File: config.mk
export PLATFORM = sky130hd
export DESIGN_NAME = simple_proc_core
export DESIGN_NICKNAME = d
export VERILOG_FILES = /design/src/rtl/simple_proc_pkg.sv /design/src/rtl/simple_proc_alu.sv /design/src/rtl/simple_proc_core.sv
export SDC_FILE = /design/constraint.sdc
export NUM_CORES = 1
export LEC_CHECK = 0
export CORE_MARGIN = 2
export CORE_UTILIZATION = 50
export DETAILED_ROUTE_END_ITERATION = 16
export PLACE_DENSITY = 0.69
export SETUP_SLACK_MARGIN = 0.1
export SYNTH_ARGS = -nofsm -noshare
export SYNTH_HDL_FRONTEND = slang
export SYNTH_HIERARCHICAL = 1
export SYNTH_SLANG_ARGS = --single-unit
File: constraint.sdc
create_clock -name clk -period 5.6 [get_ports clk]
set_input_delay 1.4 -clock clk [delete_from_list [all_inputs] [get_ports clk]]
set_output_delay 1.4 -clock clk [all_outputs]
set_load 0.01 [all_outputs]
File: src/rtl/simple_proc_pkg.sv
// Shared opcode/state encodings for the simple_proc_core datapath.
package simple_proc_pkg;

    localparam int OP_W = 3;

    typedef enum logic [OP_W-1:0] {
        OP_MV   = 3'd0,
        OP_MVI  = 3'd1,
        OP_ADD  = 3'd2,
        OP_SUB  = 3'd3,
        OP_AND  = 3'd4,
        OP_OR   = 3'd5,
        OP_MVNZ = 3'd6,
        OP_NOP  = 3'd7
    } opcode_t;

    typedef enum logic [2:0] {
        IDLE = 3'd0,
        EX1  = 3'd1,
        EX2  = 3'd2,
        EX3  = 3'd3
    } state_t;

endpackage

File: src/rtl/simple_proc_alu.sv
// Combinational ALU: add/sub with carry-out, bitwise and/or, zero detect.
module simple_proc_alu
    import simple_proc_pkg::*;
#(
    parameter int DATA_W = 9
) (
    input  logic [DATA_W-1:0] a,
    input  logic [DATA_W-1:0] b,
    input  opcode_t           op,
    output logic [DATA_W-1:0] result,
    output logic              carry,
    output logic              zero
);
    logic [DATA_W:0] sum;

    always_comb begin
        sum    = '0;
        result = '0;
        carry  = 1'b0;
        case (op)
            OP_ADD: begin
                sum    = {1'b0, a} + {1'b0, b};
                result = sum[DATA_W-1:0];
                carry  = sum[DATA_W];
            end
            // carry out of A + ~B + 1 is 1 exactly when no borrow occurs
            OP_SUB: begin
                sum    = {1'b0, a} + {1'b0, ~b} + {{DATA_W{1'b0}}, 1'b1};
                result = sum[DATA_W-1:0];
                carry  = sum[DATA_W];
            end
            OP_AND:  result = a & b;
            OP_OR:   result = a | b;
            default: result = '0;
        endcase
    end

    assign zero = (result == '0);

endmodule

File: src/rtl/simple_proc_core.sv
// Multi-cycle core: register file, A/G accumulators, shared bus and control FSM.
module simple_proc_core
    import simple_proc_pkg::*;
#(
    parameter  int DATA_W = 9,
    parameter  int NREG   = 8,
    localparam int RW     = $clog2(NREG)
) (
    input  logic              clk,
    input  logic              rst,
    input  logic [DATA_W-1:0] DIN,
    input  logic              run,
    output logic              Done,
    output logic              busy,
    output logic [2:0]        state,
    output logic [DATA_W-1:0] BUS,
    output logic [DATA_W-1:0] G,
    output logic              flag_z,
    output logic              flag_c,
    input  logic [RW-1:0]     dbg_sel,
    output logic [DATA_W-1:0] dbg_data
);
    localparam int IR_W = OP_W + 2 * RW;

    state_t            state_q, state_d;
    logic [IR_W-1:0]   ir;
    logic [DATA_W-1:0] a_reg;
    logic [DATA_W-1:0] regs [NREG];
    opcode_t           op;
    logic [RW-1:0]     rx, ry;
    logic              is_alu;
    logic              wr_en, a_en, g_en;
    logic [DATA_W-1:0] alu_result;
    logic              alu_carry, alu_zero;

    // Only the op/RX/RY fields are kept; lower instruction bits are don't-care.
    assign op     = opcode_t'(ir[IR_W-1 -: OP_W]);
    assign rx     = ir[IR_W-OP_W-1 -: RW];
    assign ry     = ir[RW-1:0];
    assign is_alu = op inside {OP_ADD, OP_SUB, OP_AND, OP_OR};

    always_ff @(posedge clk or negedge rst) begin
        if (!rst) state_q <= IDLE;
        else      state_q <= state_d;
    end

    always_comb begin
        state_d = state_q;
        Done    = 1'b0;
        BUS     = '0;
        wr_en   = 1'b0;
        a_en    = 1'b0;
        g_en    = 1'b0;
        case (state_q)
            IDLE: if (run) state_d = EX1;
            EX1: begin
                state_d = is_alu ? EX2 : IDLE;
                Done    = !is_alu;
                case (op)
                    OP_MV: begin
                        BUS   = regs[ry];
                        wr_en = 1'b1;
                    end
                    OP_MVI: begin
                        BUS   = DIN;
                        wr_en = 1'b1;
                    end
                    OP_MVNZ: begin
                        BUS   = regs[ry];
                        wr_en = !flag_z;
                    end
                    OP_NOP: begin
                        BUS = '0;
                    end
                    default: begin
                        BUS  = regs[rx];
                        a_en = 1'b1;
                    end
                endcase
            end
            EX2: begin
                BUS     = regs[ry];
                g_en    = 1'b1;
                state_d = EX3;
            end
            EX3: begin
                BUS     = G;
                wr_en   = 1'b1;
                Done    = 1'b1;
                state_d = IDLE;
            end
            default: state_d = IDLE;
        endcase
    end

    always_ff @(posedge clk or negedge rst) begin
        if (!rst) begin
            ir     <= '0;
            a_reg  <= '0;
            G      <= '0;
            flag_z <= 1'b0;
            flag_c <= 1'b0;
            for (int unsigned i = 0; i < NREG; i++) regs[i] <= '0;
        end else begin
            if (state_q == IDLE && run) ir <= DIN[DATA_W-1 -: IR_W];
            if (a_en) a_reg <= BUS;
            if (g_en) begin
                G      <= alu_result;
                flag_z <= alu_zero;
                flag_c <= alu_carry;
            end
            if (wr_en) regs[rx] <= BUS;
        end
    end

    simple_proc_alu #(.DATA_W(DATA_W)) u_alu (
        .a      (a_reg),
        .b      (BUS),
        .op     (op),
        .result (alu_result),
        .carry  (alu_carry),
        .zero   (alu_zero)
    );

    assign state    = state_q;
    assign busy     = (state_q != IDLE);
    assign dbg_data = regs[dbg_sel];

endmodule

After elaboration in Yosys (flattened, before gate mapping) --
Index checks and enable logic that the tools add are counted.
Word-level totals: memories kept 0, memory bits (read-only) 0, latch bits 0, word-level logic and storage cells 75, register bits 104, input bits 15, memory bits (writable) 0, output and inout bits 34
Cells by class: shift-type cells 0, reductions and logical operators 12, bitwise operators 6, div/mod/pow operators 0, equality and inequality tests 11, multiplexer cells 25, $add $sub $neg 3, $lt $le $gt $ge 4, multiply operators 0
Operators with widths (count):
- binary-select mux 9 bit (select 3 bit) | 3
- bitwise mux 72 bit | 1
- two-way mux 9 bit | 7
- one-hot mux 9 bit (3 select lines) | 2
- one-hot mux 9 bit (4 select lines) | 1
- demux 9 bit (select 3 bit) | 1
- adder 9 x 9 -> 10 bit | 2
- == test 3 x 2 -> 1 bit, second input constant | 4
- == test 3 bit, second input constant | 4
- >= comparator 4 bit, second input constant | 3
- inverter 3 -> 4 bit | 3
- adder 10 x 1 -> 10 bit, second input constant | 1
- AND 9 bit | 1
- logical NOT 9 bit | 1
- inverter 9 bit | 1
- bitwise OR 9 bit | 1
- one-hot mux 3 bit (3 select lines) | 1
- one-hot mux 1 bit (2 select lines) | 4
- == test 3 x 1 -> 1 bit, second input constant | 2
- logical NOT 3 bit | 2
- < comparator 4 x 1 -> 1 bit, second input constant | 1
- nonzero test 4 bit | 1
- OR reduction 2 bit | 2
- OR reduction 4 bit | 1
- 7 further kinds | 11

Longest topological paths before layout --
depth in word-level cells 11, depth in mapped cells 20

Modules after synthesis --
The synthesis kept the hierarchy.
Modules (own cells, without submodules):
- simple_proc_core | seq. area each 2577.5 sq um, area an instance 6327.3 sq um, cells an instance 645, instances 1
- simple_proc_alu | seq. area each 0.0 sq um, area an instance 1350.0 sq um, cells an instance 190, instances 1

Least setup slack after synthesis --
OpenSTA, ideal clock, no wires.
path kind input to output, start point input dbg_sel[0], end point output dbg_data[0], arrival time 2.787 ns, setup slack 1.413 ns, stages 4, path through buf_2 -> buf_2 -> mux4_2 -> mux2_2
On the way: word-level cells in the longest chain between the ends 4
Ends and longest elaborated chain:
- from (decl) | RTL line simple_proc_core.sv:20 | input logic [RW-1:0] dbg_sel,
- inverter 3 -> 4 bit (implied by the code) | RTL line simple_proc_core.sv:127 | assign dbg_data = regs[dbg_sel];
- binary-select mux 9 bit (select 3 bit) | RTL line simple_proc_core.sv:127
- two-way mux 9 bit (implied by the code) (2 in a row) | RTL line simple_proc_core.sv:127
- to (decl) | RTL line simple_proc_core.sv:21 | output logic [DATA_W-1:0] dbg_data
No other way between the ends. The select of a mux whose other input is x is not followed.

Worst setup path in the final report --
start point register ir[3], end point output BUS[1]
On the way: word-level cells in the longest chain between the ends 6
Ends and longest elaborated chain:
- from (decl) | RTL line simple_proc_core.sv:26 | logic [IR_W-1:0] ir;
- from (signal assigned) | RTL line simple_proc_core.sv:105 | if (state_q == IDLE && run) ir <= DIN[DATA_W-1 -: IR_W];
- inverter 3 -> 4 bit (implied by the code) | RTL line simple_proc_core.sv:76 | BUS = regs[rx];
- binary-select mux 9 bit (select 3 bit) | RTL line simple_proc_core.sv:76
- two-way mux 9 bit (implied by the code) (2 in a row) | RTL line simple_proc_core.sv:76
- one-hot mux 9 bit (3 select lines) | RTL line simple_proc_core.sv:59 | case (op)
- one-hot mux 9 bit (3 select lines) | RTL line simple_proc_core.sv:54 | case (state_q)
- to (decl) | RTL line simple_proc_core.sv:16 | output logic [DATA_W-1:0] BUS,
No other way between the ends. The select of a mux whose other input is x is not followed.

==> impl_metrics.py <==
metrics = {
    "clock_network": {
        "numCtsBuffers": 9,
        "cts_resized": 0,
        "clk_pin_slew_ns": 0.07,
        "clk_latency_ns": 0.35,
        "clock_path_buffers": 2,
        "cts_num_sinks": 103,
        "root_buffer": "clkbuf_16",
        "cts-hold-fix-buffers": 0,
        "cts_max_level": 3,
        "cts_setup_buffers": 0,
        "cts_tree": "yes",
    },
    "yosys": {
        "synth.distinct_cells": 80,
        "synth_top_area_share_pct": 33.6,
        "ys_seq_area_share_pct": 33.6,
        "synth_commonest_cells": "dfrtp_1, nand2_1, nor2_1",
        "synthesis.area_mm2": 0.00768,
        "yosysTopAreaCell": "dfrtp_1",
        "yosys_warnings": 6,
        "yosysMostFrequentCell": "dfrtp_1",
        "synth_nets": 881,
        "syn_inst": 835,
        "synthArstFlopShare_pct": 100,
        "ys_seq_elements": 103,
        "avgSynthCellArea_um2": 9.19,
        "synth-edff-count": 0,
        "synth-main-ff-cell": "dfrtp_1",
        "synthTopCellsByArea": "dfrtp_1, mux2i_1, mux4_2",
    },
    "worst_setup_path": {
        "slowest_stage": "dfrtp_1",
        "arrival_ns": 3.65,
        "endpoint_kind": "output port",
        "crit_chain": "buf_4 -> nor3b_1 -> o21ai_0 -> a41oi_1 -> o21ba_1 -> inv_2 -> clkdlybuf4s50_1",
        "cp_max_fo": 35,
        "worstSetupPathType": "flop to output port",
        "worstPathRequired_ns": 4.20,
        "cp-start-kind": "flop",
        "slowest_delay_ns": 1.12,
    },
    "floorplanning": {
        "core_mm2": 0.0151,
        "die_x_um": 128,
        "die-area_mm2": 0.0164,
        "num_rows": 45,
        "pin_count": 49,
        "initial_core_util_pct": 50.9,
        "dieHeight_um": 128,
    },
    "grt": {
        "overflow": 0,
        "globalRouteMet2Util_pct": 47.6,
        "grt_max_degree": 57,
        "gr-usage-met1_pct": 38.9,
        "antenna_found_initial": 0,
        "grt_use_met3_pct": 5.18,
        "grt_busiest_layer": "met2",
        "first_global_vias": 6709,
        "grt_util_all_layers_pct": 29.2,
        "grt_pass1_wl_mm": 37.1,
    },
    "sta": {
        "relSlewSlack_pct": 22.2,
        "setup_tns_ns": 0,
        "clock_skew_ns": 0.0103,
        "tightest_slew_ns": 1.17,
        "hold_viol_final": 0,
        "setup_slack_ns": 0.547,
        "slew_violations": 0,
        "fmax_mhz": 198,
        "period_needed_ns": 5.05,
        "period_share_pct": 90.2,
        "setup_viol": 0,
        "grt_setup_unrepaired": "no",
    },
    "placement": {
        "io_buffers": 47,
        "place_congestion": 0.896,
        "dp_hpwl_mm": 16.7,
        "pre_cts_ws_ns": 0.510,
    },
    "layout": {
        "antenna_cells": 0,
        "top_register": "regs",
        "n_fill_cell": 1335,
        "drive_above_1_share_pct": 13.6,
        "largest_reg_flops": 72,
        "nets": 901,
        "synthToLayoutAreaGrowth_pct": 11.5,
    },
    "drt": {
        "dr.pass1.iters": 6,
        "wl_per_cell_um": 22.0,
        "ant_nets": 0,
        "drc": 0,
        "vias": 6764,
        "routed_wirelength_mm": 23.0,
        "viasPerCell": 6.45,
        "drt-initial-drc-count": 669,
    },
    "hold_path": {
        "min_path_type": "flop to flop",
    },
    "status": {
        "outcome": "finished, final reports clean",
    },
    "flow_run": {
        "cap_violations": 0,
    },
}
==> path summary, 6_finish.rpt <==
| check | slack [ns] | end | cells after the start | start |
|---|---|---|---|---|
| worst min register to register | 0.52 | a_reg[0] | 2 | a_reg[0] |
| worst min-delay path | 0.52 | a_reg[0] | 2 | a_reg[0] |
| worst max-delay path | 0.55 | BUS[1] | 7 | ir[3] |
| min in group asynchronous | 1.11 | regs[10] | 1 | rst |
| worst max register to register | 0.57 | flag_z | 17 | ir[3] |
| max in group asynchronous | 3.38 | regs[62] | 2 | rst |
==> cell type report <==
| class | instances | area [um2] | area share (%) |
|---|---|---|---|
| clock buffers | 10 | 229 | 2.68 |
| clock inverters | 6 | 90.1 | 1.05 |
| inverters | 37 | 139 | 1.62 |
| multi-input cells | 632 | 4630 | 54.1 |
| flip-flops and latches | 103 | 2580 | 30.1 |
| well taps | 188 | 235 | 2.75 |
| repair buffers | 72 | 656 | 7.66 |
==> per-stage QoR <==
step	hold slack [ns]	util, %	cell area, um2	instances
finish	0.516	56.7	8560	1048
global route	0.576	56.7	8560	1048
CTS	0.526	56.7	8560	1048
detailed placement	0.510	54.6	8240	1032
global placement	0.509	54.6	8240	1032
floorplan	0.478	-	7680	835
==> critical path: cells and delay by family (launching register included) <==
kind	cells	cell delay, ns
buf+inv	3	0.99
simple gates	1	0.20
flops	1	1.12
compound gates	3	0.99
==> cell usage in the layout, fill, tap and decap left out, types with 17 or more instances in the layout <==
master,instances
mux2i_1,43
o21ai_0,29
a21oi_1,63
o21ai_1,17
mux4_2,19
nand2_1,86
a31oi_1,18
inv_1,32
mux2_2,24
clkdlybuf4s50_1,46
nor3b_1,17
dfrtp_1,102
ha_1,29
buf_4,26
nor2_1,85
==> metal layers <==
metal  part of all wire [%]  vias to the layer above
li1                       -                     3054
met3                    7.8                       75
met5                      0                        -
met1                     41                     3286
met2                     47                      349
met4                    3.6                        0
==> cells by family after synthesis <==
group / share of synthesized area [%]
buffers and inverters: 6.13
other: 0.0488
muxes: 15.8
AOI/OAI and AO/OA: 19.8
xor gates and xnor gates: 1.01
and+or+nand+nor: 18.4
adders and majority gates: 5.25
DFF: 33.6
Power is not shown: default switching activity piles up to over one toggle a cycle in this logic, so the estimate is an artifact.
